[config.mk]
export PLATFORM = sky130hd
export DESIGN_NAME = alarm_sched
export DESIGN_NICKNAME = d
export VERILOG_FILES = /design/src/rtl/alarm_sched.sv
export SDC_FILE = /design/constraint.sdc
export NUM_CORES = 1
export LEC_CHECK = 0
export CAP_MARGIN = 10
export CORE_UTILIZATION = 46
export DETAILED_ROUTE_END_ITERATION = 10
export GPL_TIMING_DRIVEN = 0
export HOLD_SLACK_MARGIN = 0.1
export PLACE_DENSITY_LB_ADDON = 0.25
export SYNTH_ARGS = -nofsm -noshare
export SYNTH_HDL_FRONTEND = slang
export SYNTH_SLANG_ARGS = --single-unit
[constraint.sdc]
create_clock -name clk -period 2.57 [get_ports clk]
set_input_delay 0.6425 -clock clk [delete_from_list [all_inputs] [get_ports clk]]
set_output_delay 0.6425 -clock clk [all_outputs]
set_load 0.1 [all_outputs]
[src/rtl/alarm_sched.sv]
// rtl/alarm_sched.sv - digit-entry FSM for clock/alarm time plus alarm ring/snooze FSM
// Optional snooze state and target logic: define ALARM_SCHED_SNOOZE_EN.
module alarm_sched #(
    parameter int SNOOZE_MIN = 5,
    parameter int RING_SEC   = 60
) (
    input  logic       clk,
    input  logic       rst,
    input  logic [5:0] hour,
    input  logic [5:0] minute,
    input  logic [5:0] second,
    input  logic       key_valid,
    input  logic [3:0] key_digit,
    input  logic       set_time,
    input  logic       set_alarm,
    input  logic       alarm_en,
    input  logic       btn_snooze,
    input  logic       btn_stop,
    output logic [3:0] hour1,
    output logic [3:0] hour0,
    output logic [3:0] minute1,
    output logic [3:0] minute0,
    output logic [5:0] alarm_hour,
    output logic [5:0] alarm_minute,
    output logic       ringing,
    output logic       entry_busy,
    output logic       entry_err
);
    typedef enum logic [2:0] {E_IDLE, E_H1, E_H0, E_M1, E_M0, E_CHECK, E_COMMIT} e_state_t;
    typedef enum logic [1:0] {A_WAIT, A_RING, A_SNOOZE} a_state_t;

    e_state_t   e_q;
    a_state_t   a_q;
    logic       tgt_time_q;
    logic [3:0] d_h1_q, d_h0_q, d_m1_q, d_m0_q;
    logic [3:0] hour1_q, hour0_q, minute1_q, minute0_q;
    logic [5:0] alarm_hour_q, alarm_minute_q;
    logic       busy_q, err_q, ringing_q;
    logic [5:0] ring_cnt_q, sec_prev_q;
    logic [6:0] hours_v, mins_v;
    logic       digit_ok, alarm_commit, sec_edge, at_alarm, stop_req;

    assign digit_ok     = (key_digit <= 4'd9);
    assign hours_v      = 7'(d_h1_q) * 7'd10 + 7'(d_h0_q);
    assign mins_v       = 7'(d_m1_q) * 7'd10 + 7'(d_m0_q);
    assign alarm_commit = (e_q == E_COMMIT) && !tgt_time_q;
    assign sec_edge     = (second != sec_prev_q);
    assign at_alarm     = (second == 6'd0) && (hour == alarm_hour_q) && (minute == alarm_minute_q);

`ifdef ALARM_SCHED_SNOOZE_EN
    logic [5:0] snz_hour_q, snz_min_q, snz_hour_d, snz_min_d;
    logic [6:0] snz_sum;
    logic       at_snooze;

    assign stop_req  = btn_stop;
    assign snz_sum   = {1'b0, minute} + 7'(SNOOZE_MIN);
    assign at_snooze = (second == 6'd0) && (hour == snz_hour_q) && (minute == snz_min_q);

    always_comb begin
        snz_min_d  = snz_sum[5:0];
        snz_hour_d = hour;
        if (snz_sum >= 7'd60) begin
            snz_min_d  = 6'(snz_sum - 7'd60);
            snz_hour_d = (hour >= 6'd23) ? 6'd0 : hour + 6'd1;
        end
    end
`else
    // Without a snooze state the snooze key simply silences the alarm.
    assign stop_req = btn_stop | (btn_snooze && (SNOOZE_MIN > 0));
`endif

    always_ff @(posedge clk) begin
        if (rst) begin
            e_q            <= E_IDLE;
            tgt_time_q     <= 1'b0;
            d_h1_q         <= 4'd0;
            d_h0_q         <= 4'd0;
            d_m1_q         <= 4'd0;
            d_m0_q         <= 4'd0;
            hour1_q        <= 4'hA;
            hour0_q        <= 4'hA;
            minute1_q      <= 4'hA;
            minute0_q      <= 4'hA;
            alarm_hour_q   <= 6'd0;
            alarm_minute_q <= 6'd0;
            busy_q         <= 1'b0;
            err_q          <= 1'b0;
        end else begin
            err_q     <= 1'b0;
            hour1_q   <= 4'hA;
            hour0_q   <= 4'hA;
            minute1_q <= 4'hA;
            minute0_q <= 4'hA;
            unique case (e_q)
                E_IDLE: if (set_time || set_alarm) begin
                    e_q        <= E_H1;
                    tgt_time_q <= set_time;
                    busy_q     <= 1'b1;
                end
                E_H1, E_H0, E_M1, E_M0: if (key_valid) begin
                    if (!digit_ok) begin
                        e_q    <= E_IDLE;
                        busy_q <= 1'b0;
                        err_q  <= 1'b1;
                    end else begin
                        unique case (e_q)
                            E_H1:    begin d_h1_q <= key_digit; e_q <= E_H0;    end
                            E_H0:    begin d_h0_q <= key_digit; e_q <= E_M1;    end
                            E_M1:    begin d_m1_q <= key_digit; e_q <= E_M0;    end
                            default: begin d_m0_q <= key_digit; e_q <= E_CHECK; end
                        endcase
                    end
                end
                E_CHECK: if (hours_v > 7'd23 || mins_v > 7'd59) begin
                    e_q    <= E_IDLE;
                    busy_q <= 1'b0;
                    err_q  <= 1'b1;
                end else begin
                    // Set digits are registered here so they appear exactly during E_COMMIT.
                    e_q <= E_COMMIT;
                    if (tgt_time_q) begin
                        hour1_q   <= d_h1_q;
                        hour0_q   <= d_h0_q;
                        minute1_q <= d_m1_q;
                        minute0_q <= d_m0_q;
                    end
                end
                default: begin
                    e_q    <= E_IDLE;
                    busy_q <= 1'b0;
                    if (alarm_commit) begin
                        alarm_hour_q   <= hours_v[5:0];
                        alarm_minute_q <= mins_v[5:0];
                    end
                end
            endcase
        end
    end

    always_ff @(posedge clk) begin
        if (rst) begin
            a_q        <= A_WAIT;
            ringing_q  <= 1'b0;
            ring_cnt_q <= 6'd0;
            sec_prev_q <= second;
`ifdef ALARM_SCHED_SNOOZE_EN
            snz_hour_q <= 6'd0;
            snz_min_q  <= 6'd0;
`endif
        end else begin
            sec_prev_q <= second;
            if (!alarm_en || alarm_commit) begin
                a_q       <= A_WAIT;
                ringing_q <= 1'b0;
            end else begin
                unique case (a_q)
                    A_WAIT: if (sec_edge && at_alarm) begin
                        a_q        <= A_RING;
                        ringing_q  <= 1'b1;
                        ring_cnt_q <= 6'd0;
                    end
                    A_RING: if (stop_req) begin
                        a_q       <= A_WAIT;
                        ringing_q <= 1'b0;
`ifdef ALARM_SCHED_SNOOZE_EN
                    end else if (btn_snooze) begin
                        a_q        <= A_SNOOZE;
                        ringing_q  <= 1'b0;
                        snz_hour_q <= snz_hour_d;
                        snz_min_q  <= snz_min_d;
`endif
                    end else if (sec_edge) begin
                        if (ring_cnt_q == 6'(RING_SEC - 1)) begin
                            a_q       <= A_WAIT;
                            ringing_q <= 1'b0;
                        end else begin
                            ring_cnt_q <= ring_cnt_q + 6'd1;
                        end
                    end
`ifdef ALARM_SCHED_SNOOZE_EN
                    A_SNOOZE: if (btn_stop) begin
                        a_q <= A_WAIT;
                    end else if (sec_edge && at_snooze) begin
                        a_q        <= A_RING;
                        ringing_q  <= 1'b1;
                        ring_cnt_q <= 6'd0;
                    end
`endif
                    default: begin
                        a_q       <= A_WAIT;
                        ringing_q <= 1'b0;
                    end
                endcase
            end
        end
    end

    assign hour1        = hour1_q;
    assign hour0        = hour0_q;
    assign minute1      = minute1_q;
    assign minute0      = minute0_q;
    assign alarm_hour   = alarm_hour_q;
    assign alarm_minute = alarm_minute_q;
    assign ringing      = ringing_q;
    assign entry_busy   = busy_q;
    assign entry_err    = err_q;
endmodule

; Word level (Yosys, flattened, before mapping)
; Index checks and enable logic that the tools add are counted.
[totals]
register_bits = 65
inputBits = 30
out_inout_bits = 31
word_cells = 111
[op_classes]
n_addsub = 3
n_mul = 2
n_lt_le_gt_ge = 3
n_eq_ne = 21
n_mux = 30
n_bitwise = 6
reduce_logical = 28
[op_table]
columns = cell, n
row1 = two-way mux 6 bit, 4
row2 = AND reduction 4 bit, 5
row3 = one-hot mux 3 bit (3 select lines), 2
row4 = "!= test 2 bit, second input constant", 8
row5 = adder 7 x 4 -> 7 bit, 2
row6 = equality test 6 bit, 2
row7 = "multiplier 4 x 3 -> 6 bit, second input constant", 2
row8 = two-way mux 3 bit, 4
row9 = one-hot mux 6 bit (2 select lines), 1
row10 = two-way mux 1 bit, 11
row11 = "equality test 3 bit, second input constant", 3
row12 = two-way mux 2 bit, 4
row13 = OR reduction 4 bit, 2
row14 = "greater-than comparator 7 x 5 -> 1 bit, second input constant", 1
row15 = "greater-than comparator 7 x 6 -> 1 bit, second input constant", 1
row16 = "adder 6 x 1 -> 6 bit, second input constant", 1
row17 = "equality test 3 x 2 -> 1 bit, second input constant", 2
row18 = "equality test 6 bit, second input constant", 1
row19 = zero test 6 bit, 1
row20 = "!= test 3 bit, second input constant", 2
row21 = != test 6 bit, 1
row22 = AND reduction 2 bit, 3
row23 = AND reduction 6 bit, 1
row24 = OR reduction 6 bit, 1
row25 = 17 further kinds, 28

; Logic depth before layout (Yosys ltp)
; Gate-level depths: netlist (run 1).
[logic_depth]
ltp_word = 6
mapped_depth = 10
ltp_nobuf = 9

; Worst setup path after synthesis (run 1)
; OpenSTA, ideal clock, no wires.
[synth_timing]
kind = register to register
start = reg d_m1_q[1]
end = reg minute1_q[1] (netlist: minute1[1])
setup_time_ns = 0.056
arrival_ns = 2.699
required_time_ns = 2.514
setup_slack_ns = -0.185
path_stages_with_launch = 11
n_path_buf = 1
synth_period_minus_slack_ns = 2.755
cell_sequence = dfxtp_1 -> ha_1 -> ha_1 -> fa_1 -> and2_1 -> o21ai_0 -> a21oi_1 -> or4b_1 -> nand4_2 -> buf_2 -> or2_2
[synth_via]
elab_chain_cells = 5
[synth_lines]
columns = item, line_no
row1 = from (decl), 35  ; logic [3:0] d_h1_q, d_h0_q, d_m1_q, d_m0_q;
row2 = from (signal assigned), 78  ; d_m1_q <= 4'd0;
row3 = from (signal assigned), 109  ; E_M1: begin d_m1_q <= key_digit; e_q <= E_M0; end
row4 = multiplier 4 x 3 -> 6 bit, 45  ; assign mins_v = 7'(d_m1_q) * 7'd10 + 7'(d_m0_q);
row5 = adder 7 x 4 -> 7 bit, 45
row6 = greater-than comparator 7 x 6 -> 1 bit, 114  ; E_CHECK: if (hours_v > 7'd23 || mins_v > 7'd59) begin
row7 = logical OR 1 bit, 114
row8 = OR reduction 4 bit (no source line), -
row9 = to (signal assigned), 124  ; minute1_q <= d_m1_q;
row10 = to (decl), 36  ; logic [3:0] hour1_q, hour0_q, minute1_q, minute0_q;
; Several ways; a longest one is shown, not always the timed one.
; A chain may end at the register's enable or synchronous reset.

; Worst setup path after layout (run 1)
[layout_timing]
start = reg d_h1_q[3]
end = reg minute1_q[1] (netlist: minute1[1])
[layout_via]
elab_chain_cells = 5
[layout_lines]
columns = item, line_no
row1 = from (decl), 35
row2 = from (signal assigned), 76  ; d_h1_q <= 4'd0;
row3 = from (signal assigned), 107  ; E_H1: begin d_h1_q <= key_digit; e_q <= E_H0; end
row4 = multiplier 4 x 3 -> 6 bit, 44  ; assign hours_v = 7'(d_h1_q) * 7'd10 + 7'(d_h0_q);
row5 = adder 7 x 4 -> 7 bit, 44
row6 = greater-than comparator 7 x 5 -> 1 bit, 114
row7 = logical OR 1 bit, 114
row8 = OR reduction 4 bit (no source line), -
; Every way passes these cells.

==> results.json, run 1 <==
{
  "clock_sinks": 63,
  "grt_max_degree": 12,
  "top_layer": "met4",
  "final_cell_mix": "clkdlybuf4s50_1 (55), dfxtp_1 (51), nor2_1 (40), nand2_1 (33), a21oi_1 (24)",
  "io_buffer_count": 60,
  "globalplace.congestion": 0.929,
  "wire_per_inst_um": 14.8,
  "worst_setup_path_end_kind": "flop",
  "dr_wl_met3_um": 426,
  "critPathLaunchType": "flop",
  "core_area_um2": 6390,
  "ys_ff_latch": 63,
  "timing.slew.headroom_pct": 35.0,
  "placed_area_um2": 3840,
  "crit_family": "adder cells",
  "drive_gt1_share_pct": 19.2,
  "cp_common_cell": "ha_4",
  "drt_iter0_markers": 79,
  "arrival_ns": 2.93,
  "initial_core_util_pct": 48.1,
  "fin_cells": 509,
  "synth_top_flop_cell": "dfxtp_1",
  "fin_nets": 475,
  "rsz0062_at_grt": "yes",
  "layout_commonest_cell": "clkdlybuf4s50_1",
  "tritoncts": "built",
  "status": "finished with violations",
  "syn_area_um2": 3070,
  "slew_viol_final": 0,
  "fmax_mhz": 371,
  "cp_slowest_stage_delay_ns": 0.57,
  "synth_area_leaders": "dfxtp_1 (41%), ha_1 (5.7%), mux2i_1 (5.5%), xnor2_1 (5.4%), nor2_1 (5.3%)",
  "cts_made_buffers": 9,
  "h-tree-depth": 3,
  "synth_cell_types": 47,
  "clkTransAtPathRegs_ns": 0.07,
  "yosysTopAreaCell": "dfxtp_1",
  "grt_usage_pct": 21.7,
  "cp.required_ns": 2.80,
  "io_pins": 61,
  "die_area_um2": 7000,
  "grt-ovfl-total": 0,
  "syn-num-nets": 386,
  "fin_skew_ns": 0.00660,
  "clockBufferDepth": 2,
  "ys_warn_count": 0,
  "worst_pin_slew_ns": 0.973,
  "grt_pass1_wl_um": 12200,
  "hpwlAfterDp_um": 5400,
  "setup_ws_ns": -0.126,
  "die_h_um": 83.7,
  "ys_seq_area_share_pct": 41.1,
  "grt_pass1_vias": 2611,
  "viasPerCell": 5.33,
  "setup_viol": 15,
  "design_area_um2": 4310,
  "synthArstFlopShare_pct": 0,
  "crit_chain": "ha_4 -> ha_4 -> fa_2 -> o211a_1 -> o21a_1 -> xnor2_2 -> nor3b_4 -> nand4_4 -> buf_6 -> or2_4",
  "syn_avg_cell_area_um2": 9.08,
  "synth_edf_count": 0,
  "cp_slowest_cell": "fa_2",
  "ant_nets": 0,
  "wirelength_um": 7540,
  "m1WireLength_um": 3480,
  "antenna_found_initial": 0,
  "hp-class": "reg2reg",
  "hold_slack_ns": 0.477,
  "dpl.cell_count": 475,
  "cp_max_fo": 8,
  "die_x_um": 83.7,
  "powerDensity_nw_per_um2": 518,
  "vias": 2712,
  "diodes": 0,
  "max_cap_viol_count": 0,
  "min_period_over_period_pct": 105,
  "firstDrtPassIters": 4,
  "path_class": "reg2reg",
  "dp_slack_ns": -0.416,
  "route.detailed.drc": 0,
  "hold_viol_final": 0,
  "cts_root_buffer": "clkbuf_8",
  "route.met2.wl_um": 3560,
  "min_period_ns": 2.70,
  "syn2layout_area_growth_pct": 40.5,
  "total_leakage_power_nw": 1.77,
  "netlist_instances": 338,
  "critPathBufInv": 1,
  "ir_worst_vdd_mv": 0.401,
  "violations": "setup timing",
  "finalSetupTns_ns": -0.971,
  "rows": 29,
  "clock_latency_ns": 0.34,
  "yosysTopAreaCellShare_pct": 41.1
}
==> final cells by class <==
cell class | count | area [um2]
Fill cell | 522 | 2070
Sequential cell | 63 | 1290
Tap cell | 77 | 96.3
Buffer | 12 | 55.1
Clock inverter | 5 | 81.3
Timing Repair Buffer | 78 | 746
Clock buffer | 11 | 141
Inverter | 12 | 45.0
Multi-Input combinational cell | 251 | 1860
==> registers in the layout (all words and copies together), names as in the netlist, 6 cells and up <==
signal,count
alarm_hour,6
ring_cnt_q,6
sec_prev_q,6
alarm_minute,6
==> cell usage after synthesis (8+ instances only) <==
master / n
a21oi_1: 24
clkbuf_1: 9
dfxtp_1: 63
ha_1: 14
inv_1: 12
mux2i_1: 17
nand2_1: 33
nand2b_1: 8
nor2_1: 43
o21ai_0: 10
or2_2: 8
xnor2_1: 19
xor2_1: 8
==> per-layer routing <==
layer | track usage [%] | up-vias
met4 | 6.47 | 0
met1 | 27.3 | 1267
met2 | 36.9 | 87
met3 | 5.24 | 8
met5 | 0 | -
li1 | - | 1350
==> stage by stage <==
| step | total power, mW | utilization [%] |
|---|---|---|
| after global routing | 2.31 | 67.5 |
| after global placement | 1.28 | 60.2 |
| final | 2.23 | 67.5 |
| after CTS | 2.23 | 65.7 |
| after floorplan | 1.19 | - |
| after detailed placement | 1.28 | 60.2 |
==> tightest hold or removal path, stage by stage, from the launching register on <==
cell and delay (ns):
dfxtp_2 0.35, inv_1 0.05, nor2_1 0.04
==> power breakdown <==
part           total [mW]  internal [mW]  switching [mW]  leakage [nW]
clock               0.962          0.573           0.389         0.110
sequential           1.01          0.991          0.0168         0.519
combinational       0.263          0.117           0.146          1.15
total                2.23           1.68           0.552          1.77
==> cell families after synthesis <==
| family | share of synthesized area [%] |
|---|---|
| simple gates | 21.2 |
| flops | 41.1 |
| compound gates | 13.0 |
| xor+xnor | 7.70 |
| buf+inv | 3.06 |
| fa+ha+maj | 8.32 |
| mux | 5.54 |
==> worst paths after layout <==
check | slack [ns] | to | depth (start not counted) | from
worst max-delay path | -0.13 | minute1[1] | 10 | d_h1_q[3]
worst min-delay path | 0.48 | hour1[0] | 2 | d_h1_q[0]
worst max register to register | -0.13 | minute1[1] | 10 | d_h1_q[3]
worst min register to register | 0.48 | hour1[0] | 2 | d_h1_q[0]
==> repair_timing <==
item                                    CTS  global route
hold buffers                              0             0
resized for setup                        16            17
cloned                                    1             0
buffers inserted                         10             7
endpoints found under the setup margin   24            24
pin swaps                                 8             9
(Power assumes the default switching activity.)
==> run 2: changes to the inputs <==
--- a/config.mk
+++ b/config.mk
@@ -5,12 +5,12 @@
 export SDC_FILE = /design/constraint.sdc
 export NUM_CORES = 1
 export LEC_CHECK = 0
-export CAP_MARGIN = 10
 export CORE_UTILIZATION = 46
 export DETAILED_ROUTE_END_ITERATION = 10
 export GPL_TIMING_DRIVEN = 0
 export HOLD_SLACK_MARGIN = 0.1
 export PLACE_DENSITY_LB_ADDON = 0.25
+export SLEW_MARGIN = 20
 export SYNTH_ARGS = -nofsm -noshare
 export SYNTH_HDL_FRONTEND = slang
 export SYNTH_SLANG_ARGS = --single-unit
==> results of run 2 <==
The final DEF is identical to that of run 1; final timing and power are the same.
==> run 3: changes to the inputs <==
--- a/config.mk
+++ b/config.mk
@@ -5,11 +5,12 @@
 export SDC_FILE = /design/constraint.sdc
 export NUM_CORES = 1
 export LEC_CHECK = 0
-export CORE_UTILIZATION = 46
+export CORE_UTILIZATION = 50
 export DETAILED_ROUTE_END_ITERATION = 10
+export DONT_BUFFER_PORTS = 1
 export GPL_TIMING_DRIVEN = 0
 export HOLD_SLACK_MARGIN = 0.1
-export PLACE_DENSITY_LB_ADDON = 0.25
+export PLACE_DENSITY = 0.68
 export SLEW_MARGIN = 20
 export SYNTH_ARGS = -nofsm -noshare
 export SYNTH_HDL_FRONTEND = slang
==> run 3 against run 2 <==
The run still ends with setup timing left. Die area down 7.8%. Highest routed layer unchanged. Sequential power hardly changed. Sequential share of layout area grew 5.6 points. Routed wire length down 7.0%. Clock skew increased by 0.0033 ns. Setup slack got worse by 0.011 ns. Register-to-register slack about the same. Critical path type unchanged. First-iteration DRC count rose by 78%. Fmax shrank 0.40%.
==> results.json, run 3 (synthesis results as in run 1) <==
{
  "io_buffer_count": 0,
  "clock_latency_ns": 0.35,
  "fin_nets": 412,
  "final_cell_mix": "dfxtp_1 (42), nor2_1 (37), nand2_1 (32), a21oi_1 (24), xnor2_1 (18)",
  "cts_root_buffer": "clkbuf_8",
  "worst_setup_path_end_kind": "flop",
  "hp-class": "in2reg",
  "route.met2.wl_um": 3190,
  "fin_util_pct": 62.1,
  "powerDensity_nw_per_um2": 545,
  "cts_hold_buf": 0,
  "crit_end": "minute1[1]",
  "wire_per_inst_um": 15.8,
  "die_area_um2": 6460,
  "combPwrFrac_pct": 9.0,
  "route.detailed.drc": 0,
  "setup_ws_ns": -0.136,
  "wirelength_um": 7020,
  "rrSetupSlack_ns": -0.14,
  "antenna_found_initial": 0,
  "switching_power_uw": 537,
  "arrival_ns": 2.95,
  "hold_viol_final": 0,
  "grt_max_degree": 12,
  "viasPerCell": 5.58,
  "ir_worst_vdd_mv": 0.529,
  "status": "finished with violations",
  "die_x_um": 80.3,
  "cp.required_ns": 2.81,
  "globalplace.congestion": 0.864,
  "grt_usage_pct": 22.8,
  "violations": "setup timing",
  "firstDrtPassIters": 5,
  "clock_sinks": 63,
  "min_period_over_period_pct": 105,
  "fillers": 506,
  "cts_made_buffers": 9,
  "path_class": "reg2reg",
  "core_area_um2": 5920,
  "slew_viol_final": 0,
  "setup_viol": 12,
  "cp_slowest_cell": "fa_2",
  "dr_wl_met3_um": 534,
  "io_pins": 61,
  "m1WireLength_um": 3150,
  "h-tree-depth": 3,
  "clkTransAtPathRegs_ns": 0.07,
  "clockBufferDepth": 2,
  "p_total_mw": 2.00,
  "grt_pass1_vias": 2384,
  "r2r_start": "d_h1_q[3]",
  "crit_chain": "ha_4 -> ha_4 -> fa_2 -> o211a_1 -> o21a_1 -> xnor2_2 -> nor3b_4 -> nand4_4 -> buf_6 -> or2_4",
  "worstRegToRegCells": 10,
  "cp_slowest_stage_delay_ns": 0.58,
  "cp_common_cell": "ha_4",
  "die_h_um": 80.3,
  "critPathLaunchType": "flop",
  "fin_cells": 444,
  "dp_slack_ns": -0.284,
  "cp-startpoint": "d_h1_q[3]",
  "vias": 2478,
  "ant_nets": 0,
  "diodes": 0,
  "r2r_end": "minute1[1]",
  "grt_pass1_wl_um": 11000,
  "grt-ovfl-total": 0,
  "pwr-share-clk_pct": 39.4,
  "worst_pin_slew_ns": 0.964,
  "max_cap_viol_count": 0,
  "rsz0062_at_grt": "yes",
  "seq_power_share_pct": 51.6,
  "timing.slew.headroom_pct": 35.6,
  "finalSetupTns_ns": -0.952,
  "tritoncts": "built",
  "initial_core_util_pct": 51.8,
  "drt_iter0_markers": 141,
  "cp_max_fo": 8,
  "hpwlAfterDp_um": 4890,
  "dpl.cell_count": 413,
  "rows": 28,
  "min_period_ns": 2.71,
  "p_int_mw": 1.46,
  "total_leakage_power_nw": 1.46,
  "top_layer": "met4",
  "fin_skew_ns": 0.00987,
  "layout_commonest_cell": "dfxtp_1",
  "syn2layout_area_growth_pct": 19.7,
  "switching_share_pct": 26.8,
  "fmax_mhz": 369,
  "drive_gt1_share_pct": 25.5
}
[run 3: changes by cell type in the layout (fill, tap and decap cells not counted), moves of 3 or more]
cell             delta
nor2_2              +4
nor2_1              -3
buf_4               -3
dlymetal6s2s_1      -4
clkdlybuf4s50_1    -55
dfxtp_2             +8
dfxtp_1             -9
[run 3: power groups by stage]
stage	registers (mW)	logic [mW]	clock network, mW
2_1_floorplan	1.05	0.130	0
3_3_place_gp	1.06	0.156	0
3_5_place_dp	1.06	0.157	0
4_1_cts	1.04	0.169	0.808
5_1_grt	1.04	0.196	0.853
6_report	1.03	0.179	0.789
[run 3: through the flow]
step	instance area, um2	hold slack (ns)
after detailed placement	3240	0.474
after floorplan	3150	0.421
after global routing	3670	0.302
after CTS	3610	0.305
final	3670	0.322
after global placement	3240	0.461
[run 3: worst min-delay path by stage]
| stage | start | cells past startpoint | end | slack [ns] |
|---|---|---|---|---|
| floorplan | d_h0_q[0] | 2 | hour0[0] | 0.42 |
| global placement | ring_cnt_q[4] | 2 | ring_cnt_q[4] | 0.46 |
| detailed placement | ring_cnt_q[4] | 2 | ring_cnt_q[4] | 0.47 |
| CTS | second[5] | 0 | sec_prev_q[5] | 0.30 |
| global route | second[1] | 0 | sec_prev_q[1] | 0.30 |
| finish | second[5] | 0 | sec_prev_q[5] | 0.32 |
[run 3: layer usage]
layer / up-vias / GRT usage, %
li1: 1227 / -
met1: 1142 / 28.8
met2: 99 / 36.1
met3: 10 / 6.36
met4: 0 / 10.2
met5: - / 0
[run 3: cell type report]
type | count | area [um2] | area share (%)
clock buffers | 11 | 151 | 4.12
well taps | 75 | 93.8 | 2.55
clock inverters | 5 | 32.5 | 0.885
repair buffers | 15 | 120 | 3.27
multi-input cells | 251 | 1870 | 51.0
inverters | 12 | 45.0 | 1.23
plain buffers | 12 | 55.1 | 1.50
flip-flops and latches | 63 | 1300 | 35.4
[run 3: critical path, delay by kind of cell, from the launching register on]
family,cells,cell delay [ns]
adders and majority gates,3,0.97
and+or+nand+nor,3,0.68
DFF,1,0.36
AOI/OAI and AO/OA,2,0.31
buffers and inverters,1,0.19
xor gates and xnor gates,1,0.08
[run 3: repair_timing]
| item | in CTS | in global routing |
|---|---|---|
| setup endpoints to repair | 24 | 22 |
| gates resized for setup | 28 | 16 |
| buffers inserted | 14 | 1 |
| gates cloned | 1 | 0 |
| pin swaps | 12 | 3 |
